File: src/rtl/dma_sequencer.sv
// Descriptor queue plus chunking FSM in front of dma_controller: pops descriptors in
// FIFO order, splits them into bursts of at most MAX_BURST words, counts completions.
module dma_sequencer #(
  parameter int DEPTH     = 4,
  parameter int MAX_BURST = 256
) (
  input  logic                     clk,
  input  logic                     resetn,
  input  logic                     desc_valid,
  output logic                     desc_ready,
  input  logic                     desc_dir,
  input  logic [31:0]              desc_src,
  input  logic [31:0]              desc_dst,
  input  logic [31:0]              desc_len,
  output logic                     dma_start,
  output logic                     dma_dir,
  output logic [31:0]              dma_src_addr,
  output logic [31:0]              dma_dst_addr,
  output logic [31:0]              dma_len,
  input  logic                     dma_done,
  input  logic                     dma_idle,
  output logic                     busy,
  output logic [$clog2(DEPTH):0]   queue_count,
  output logic [31:0]              done_count,
  output logic                     desc_err,
  input  logic                     done_clear
);

  localparam int                AW      = $clog2(DEPTH);
  localparam logic [AW:0]       DEPTH_C = (AW+1)'(DEPTH);
  localparam logic [31:0]       BURST_C = 32'(MAX_BURST);

  typedef enum logic [1:0] {S_IDLE, S_START, S_WAIT} state_t;

  typedef struct packed {
    logic        dir;
    logic [31:0] src;
    logic [31:0] dst;
    logic [31:0] len;
  } desc_t;

  state_t        r_state, w_state_nxt;
  desc_t         r_q_mem [DEPTH];
  logic [AW-1:0] r_wr_ptr, r_rd_ptr;
  logic [AW:0]   r_count;
  logic          r_cur_dir;
  logic [31:0]   r_cur_src, r_cur_dst, r_rem;
  logic [31:0]   r_done_count;
  logic          r_desc_err;

  desc_t         w_head;
  logic          w_push, w_pop, w_zero_pop, w_advance, w_complete, w_dma_start;
  logic [31:0]   w_chunk, w_chunk_bytes, w_src_step, w_dst_step;

  assign w_head     = r_q_mem[r_rd_ptr];
  assign desc_ready = (r_count < DEPTH_C);
  assign w_push     = desc_valid & desc_ready;
  assign w_pop      = (r_state == S_IDLE) && (r_count != '0);
  assign w_zero_pop = w_pop && (w_head.len == 32'd0);

  assign w_chunk       = (r_rem > BURST_C) ? BURST_C : r_rem;
  assign w_chunk_bytes = w_chunk << 2;
  // DDR side is byte addressed, DMem side word addressed; dir picks which is which.
  assign w_src_step    = r_cur_dir ? w_chunk : w_chunk_bytes;
  assign w_dst_step    = r_cur_dir ? w_chunk_bytes : w_chunk;
  assign w_advance     = (r_state == S_WAIT) && dma_done;
  assign w_complete    = w_advance && (r_rem == w_chunk);

  always_ff @(posedge clk or negedge resetn) begin
    if (!resetn) r_state <= S_IDLE;
    else         r_state <= w_state_nxt;
  end

  always_comb begin
    // NOTE: every always_comb output gets a default first so no path infers a latch.
    w_state_nxt = r_state;
    w_dma_start = 1'b0;
    case (r_state)
      S_IDLE:  if (w_pop && !w_zero_pop) w_state_nxt = S_START;
      S_START: begin
        w_dma_start = 1'b1;
        if (dma_idle) w_state_nxt = S_WAIT;
      end
      S_WAIT:  if (dma_done) w_state_nxt = (r_rem == w_chunk) ? S_IDLE : S_START;
      default: w_state_nxt = S_IDLE;
    endcase
  end

  // NOTE: the queue storage has no reset; the pointers and count alone define validity.
  always_ff @(posedge clk) begin
    if (w_push) r_q_mem[r_wr_ptr] <= '{dir: desc_dir, src: desc_src, dst: desc_dst, len: desc_len};
  end

  always_ff @(posedge clk or negedge resetn) begin
    if (!resetn) begin
      r_wr_ptr <= '0;
      r_rd_ptr <= '0;
      r_count  <= '0;
    end else begin
      if (w_push) r_wr_ptr <= r_wr_ptr + 1'b1;
      if (w_pop)  r_rd_ptr <= r_rd_ptr + 1'b1;
      case ({w_push, w_pop})
        2'b10:   r_count <= r_count + 1'b1;
        2'b01:   r_count <= r_count - 1'b1;
        default: r_count <= r_count;
      endcase
    end
  end

  always_ff @(posedge clk or negedge resetn) begin
    if (!resetn) begin
      r_cur_dir <= 1'b0;
      r_cur_src <= '0;
      r_cur_dst <= '0;
      r_rem     <= '0;
    end else if (w_pop) begin
      r_cur_dir <= w_head.dir;
      r_cur_src <= w_head.src;
      r_cur_dst <= w_head.dst;
      r_rem     <= w_head.len;
    end else if (w_advance) begin
      r_rem     <= r_rem - w_chunk;
      r_cur_src <= r_cur_src + w_src_step;
      r_cur_dst <= r_cur_dst + w_dst_step;
    end
  end

  // Set beats clear when both land in the same cycle.
  always_ff @(posedge clk or negedge resetn) begin
    if (!resetn) begin
      r_done_count <= '0;
      r_desc_err   <= 1'b0;
    end else begin
      if (w_complete)      r_done_count <= done_clear ? 32'd1 : r_done_count + 32'd1;
      else if (done_clear) r_done_count <= '0;
      if (w_zero_pop)      r_desc_err <= 1'b1;
      else if (done_clear) r_desc_err <= 1'b0;
    end
  end

  assign dma_start    = w_dma_start;
  assign dma_dir      = r_cur_dir;
  assign dma_src_addr = r_cur_src;
  assign dma_dst_addr = r_cur_dst;
  assign dma_len      = w_chunk;
  assign busy         = (r_state != S_IDLE) || (r_count != '0);
  assign queue_count  = r_count;
  assign done_count   = r_done_count;
  assign desc_err     = r_desc_err;

endmodule

File: config.mk
export PLATFORM = sky130hd
export DESIGN_NAME = dma_sequencer
export DESIGN_NICKNAME = d
export VERILOG_FILES = /design/src/rtl/dma_sequencer.sv
export SDC_FILE = /design/constraint.sdc
export NUM_CORES = 1
export LEC_CHECK = 0
export ABC_AREA = 1
export CORE_MARGIN = 4
export CORE_UTILIZATION = 63
export CTS_CLUSTER_SIZE = 20
export DETAILED_ROUTE_END_ITERATION = 7
export PLACE_DENSITY = 0.88
export SYNTH_ARGS = -nofsm -noshare
export SYNTH_HDL_FRONTEND = slang
export SYNTH_SLANG_ARGS = --single-unit
export TNS_END_PERCENT = 10
File: constraint.sdc
create_clock -name clk -period 16.3 [get_ports clk]
set_clock_uncertainty 0.15 [all_clocks]
set_input_delay 3.26 -clock clk [delete_from_list [all_inputs] [get_ports clk]]
set_output_delay 3.26 -clock clk [all_outputs]
set_load 0.02 [all_outputs]
# Word-level counts from Yosys, hierarchy flattened
# Memories as Yosys holds them, arrays and structs flattened.
# Cells that the tools add are included.
[totals]
register_bits = 139
ramBits = 388
input_bits = 103
out_inout_bits = 136
word_cells = 69
mem_count = 1
[memory_table]
columns = ["memory", "words", "width", "rd", "rd_clocked_by_memory_dff", "wr", "line_no", "source"]
rows = [
  ["r_q_mem", 4, 97, 1, 0, 1, "43", "desc_t r_q_mem [DEPTH];"],
]
[op_classes]
add_sub_neg = 8
n_lt_le_gt_ge = 2
eq_ne = 8
muxes = 23
n_bitwise = 1
reduce_logical = 16
[op_table]
columns = ["operator", "count"]
rows = [
  ["two-way mux 32 bit", 12],
  ["adder 32 bit", 2],
  ["adder 32 x 1 -> 32 bit (second input constant)", 1],
  ["== test 32 bit", 1],
  ["greater-than comparator 32 x 9 -> 1 bit (second input constant)", 1],
  ["zero test 32 bit", 1],
  ["subtractor 32 bit", 1],
  ["nonzero test 2 bit", 5],
  ["two-way mux 1 bit", 6],
  ["two-way mux 2 bit", 3],
  ["one-hot mux 2 bit (3 select lines)", 1],
  ["one-hot mux 3 bit (2 select lines)", 1],
  ["logical AND 1 bit", 5],
  ["adder 2 x 1 -> 2 bit (second input constant)", 2],
  ["== test 2 x 1 -> 1 bit (second input constant)", 2],
  ["== test 2 bit (second input constant)", 2],
  ["!= test 2 bit (second input constant)", 2],
  ["adder 3 x 1 -> 3 bit (second input constant)", 1],
  ["less-than comparator 3 bit (second input constant)", 1],
  ["AND reduction 3 bit", 1],
  ["nonzero test 3 bit", 1],
  ["subtractor 3 x 1 -> 3 bit (second input constant)", 1],
  ["zero test 2 bit", 1],
  ["!= test 2 x 1 -> 1 bit (second input constant)", 1],
  ["other kinds (3)", 3],
]

# Depth between registers and ports, before layout
[depth]
word_depth = 7
mapped_depth = 25
ltp_nobuf = 23

# Least setup slack after synthesis
# No wires, ideal clock.
[synth_timing]
kind = "input -> register"
start = "in desc_valid"
end = "mem r_q_mem[0][0] (netlist name), enable pin"
t_arrival_ps = 7490
required_time_ps = 15596
setup_slack_ps = 8106
cell_stages = 2
path_buffers = 0
cell_sequence = "nand2_1 > nor2_1"
[synth_between]
elab_chain_len = 3
[synth_rtl]
columns = ["item", "line_no", "source"]
rows = [
  ["start, declared", "9", "input logic desc_valid,"],
  ["bitwise AND 1 bit", "57", "assign w_push = desc_valid & desc_ready;"],
  ["two-way mux 1 bit", "91", "if (w_push) r_q_mem[r_wr_ptr] <= '{dir: desc_dir, src: desc_src, dst: desc_dst, len: desc_len};"],
  ["two-way mux 1 bit (implied by the code)", "91", ""],
  ["end, declared", "43", ""],
]
# No other way between the ends.

# Worst setup path after layout
[layout_timing]
start = "reg r_rem[21]"
end = "out dma_len[6]"
[layout_between]
elab_chain_len = 2
[layout_rtl]
columns = ["item", "line_no", "source"]
rows = [
  ["start, declared", "47", "logic [31:0] r_cur_src, r_cur_dst, r_rem;"],
  ["start signal, assigned", "120", "r_rem <= w_head.len;"],
  ["start signal, assigned", "122", "r_rem <= r_rem - w_chunk;"],
  ["greater-than comparator 32 x 9 -> 1 bit", "61", "assign w_chunk = (r_rem > BURST_C) ? BURST_C : r_rem;"],
  ["two-way mux 32 bit", "61", ""],
  ["end, declared", "19", "output logic [31:0] dma_len,"],
]
# No other way between the ends.

==> results.cfg <==
[logic_synthesis]
synthTopCellsByArea = edfxtp_1 (45%), dfrtp_1 (13%), nand2_1 (6.3%), nor2_1 (6.3%), o21ai_0 (5.0%)
synthFlopType = edfxtp_1
yosys-top-cells-count = nand2_1 (437), nor2_1 (436), edfxtp_1 (388)
ys_warn_count = 0
syn_inst = 2703
synth_area_mm2 = 0.0260
async_reset_ff_share_pct = 26.4
synth.distinct_cells = 57
yosysMostFrequentCell = nand2_1
synth_edf_count = 388
yosysTopAreaCellShare_pct = 44.8
seq_area_frac_synth_pct = 58.2
ys_ff_latch = 527
synth_area_per_cell_um2 = 9.61
yosysTopAreaCell = edfxtp_1

[routing]
routed_wl_um = 75100
vias = 21700
firstDrtPassIters = 8
drc = 0
ant_nets = 0
avgViaCountPerCell = 6.20
drt_iter0_drc = 2869
wire_per_inst_um = 21.5

[sta]
fmaxAchievable_mhz = 156
rsz0062_at_grt = no
worstMarginPinSlew_ps = 1110
setup_tns_ps = 0
slew_violations = 0
period_share_pct = 39.4
period_needed_ps = 6430
setup_viol = 0
hold_violations = 0
maxSlewHeadroom_pct = 26.2

[die]
die_height_um = 211
initial_core_util_pct = 63.6
die_area_mm2 = 0.0446
core_mm2 = 0.0408
ios = 239
rows = 74
fp.dieW_um = 211

[placement]
placed_cells_incl_taps = 3402
io_buffers = 215
place.gp.congestion = 1.06
dpl.hpwl_um = 50600

[global_route]
first_global_vias = 20300
grt.met1_usage_pct = 48.6
overflow = 0
met2_usage_pct = 49.7
grt_antenna_before_repair = 2
grt-busiest-layer = met2
grt_first_pass_wirelength_um = 114000
grt_max_degree = 98
grt_usage_pct = 32.7
met3_usage_pct = 7.83

[run]
cap_violations = 0

[clock_network]
numCtsBuffers = 51
h-tree-depth = 2
clockBufferDepth = 3
clk_latency_ps = 610
postCtsHoldBufs = 0
clock-sinks = 527
cts_tree = done
cts_setup_buffers = 0
clkTransAtPathRegs_ps = 60
cts_root_buffer = clkbuf_16
cts_resized = 0

[cells_and_area]
post_layout_nonfiller_instances = 3499
area_growth_pct = 16.7
fin_nets = 3098
fillers = 2727
drive_gt1_share_pct = 4.75

[setup_path]
crit_arrival_ps = 3020
cp_slowest_stage_delay_ps = 730
crit_path_end_kind = primary output
crit_type = reg2out
worst_ep_required_time_ps = 12890
critPathMaxFanout = 22
critPathBufInv = 2
startpoint_type = flop
crit_chain = inv_1 -> nand2_1 -> nor2_1 -> nand2_4 -> nor2_4 -> nand2_4 -> nor2_1 -> clkdlybuf4s50_1
cp_top_family = simple AND/OR/NAND/NOR gates
cp_slowest_cell = clkdlybuf4s50_1

[pwr]
power_density_mw_per_mm2 = 196
p_leak_nw = 11.7
peakVddDrop_uv = 128

[run_status]
status = finished, final reports clean

[min_path]
hold_class = reg2reg
-- state kept, by name, indices dropped and copies added (netlist names) --
name	cells
desc_err	1
dma_dir	1
dma_dst_addr	32
dma_src_addr	32
done_count	32
queue_count	3
r_q_mem	388
r_rd_ptr	2
r_rem	32
r_state	2
r_wr_ptr	2
-- worst paths after layout --
kind	slack (ps)	end	cells past startpoint	startpoint
worst max-delay path	9870	dma_len[6]	8	r_rem[21]
worst min-delay path	380	desc_err	2	desc_err
worst max register to register	12010	dma_src_addr[30]	19	r_rem[21]
worst min register to register	380	desc_err	2	desc_err
max in group asynchronous	12020	r_wr_ptr[0]	2	resetn
min in group asynchronous	2540	dma_src_addr[28]	1	resetn
-- routing by layer --
layer,share of wire (%),wire (um)
met1,40,30100
met4,2.3,1740
met3,13,9700
met5,0.017,13
met2,45,33600
-- cell usage in the layout, fill, tap and decap left out, types with 31 or more instances in the layout --
cell type and n:
dfrtp_1 137, o22ai_1 48, inv_1 159, nor2_1 431, a21oi_1 237, nand2_1 437
nand3_1 129, edfxtp_1 388, clkdlybuf4s50_1 214, clkbuf_16 52, o21ai_0 262, ha_1 69
o22a_1 31, xor2_1 33, nor3_1 32, conb_1 64
-- power breakdown --
group	internal [mW]	switching, mW	total [mW]
logic	0.875	1.89	2.76
clock network	0.685	0.516	1.20
registers	1.74	0.235	1.97
total	3.30	2.64	5.94
-- final cells by class --
cell class	count	area [um2]	share of cell area [%]
antenna	1	2.50	0.00826
multi-input combinational	1942	9880	32.6
inverter	166	631	2.08
tap	532	666	2.20
timing repair buffer	235	2300	7.60
clock inverter	34	357	1.18
clock buffer	62	1340	4.42
sequential	527	15100	49.9
-- cell families after synthesis --
kind of cell | synth area share (%)
compound gates | 13.8
xor+xnor | 1.45
fa+ha+maj | 3.55
buf+inv | 4.82
flops | 58.2
other cells | 0.0289
simple gates | 18.1
-- metrics by stage --
stage | instance area, um2 | hold WS, ps | power [mW] | util, % | setup WS (ps)
floorplan | 26200 | 334 | 3.71 | - | 8110
global route | 30300 | 401 | 6.26 | 74.2 | 9740
detailed placement | 28600 | 363 | 4.61 | 70.1 | 9740
CTS | 30300 | 377 | 5.82 | 74.2 | 9920
global placement | 28600 | 353 | 4.52 | 70.1 | 9860
finish | 30300 | 382 | 5.94 | 74.2 | 9870
-- tightest hold or removal path, delay by kind of cell, from the launching register on --
kind / cells / cell delay (ps)
flops: 1 / 370
simple gates: 2 / 130
Note: power is estimated with default switching activity, not from simulation.
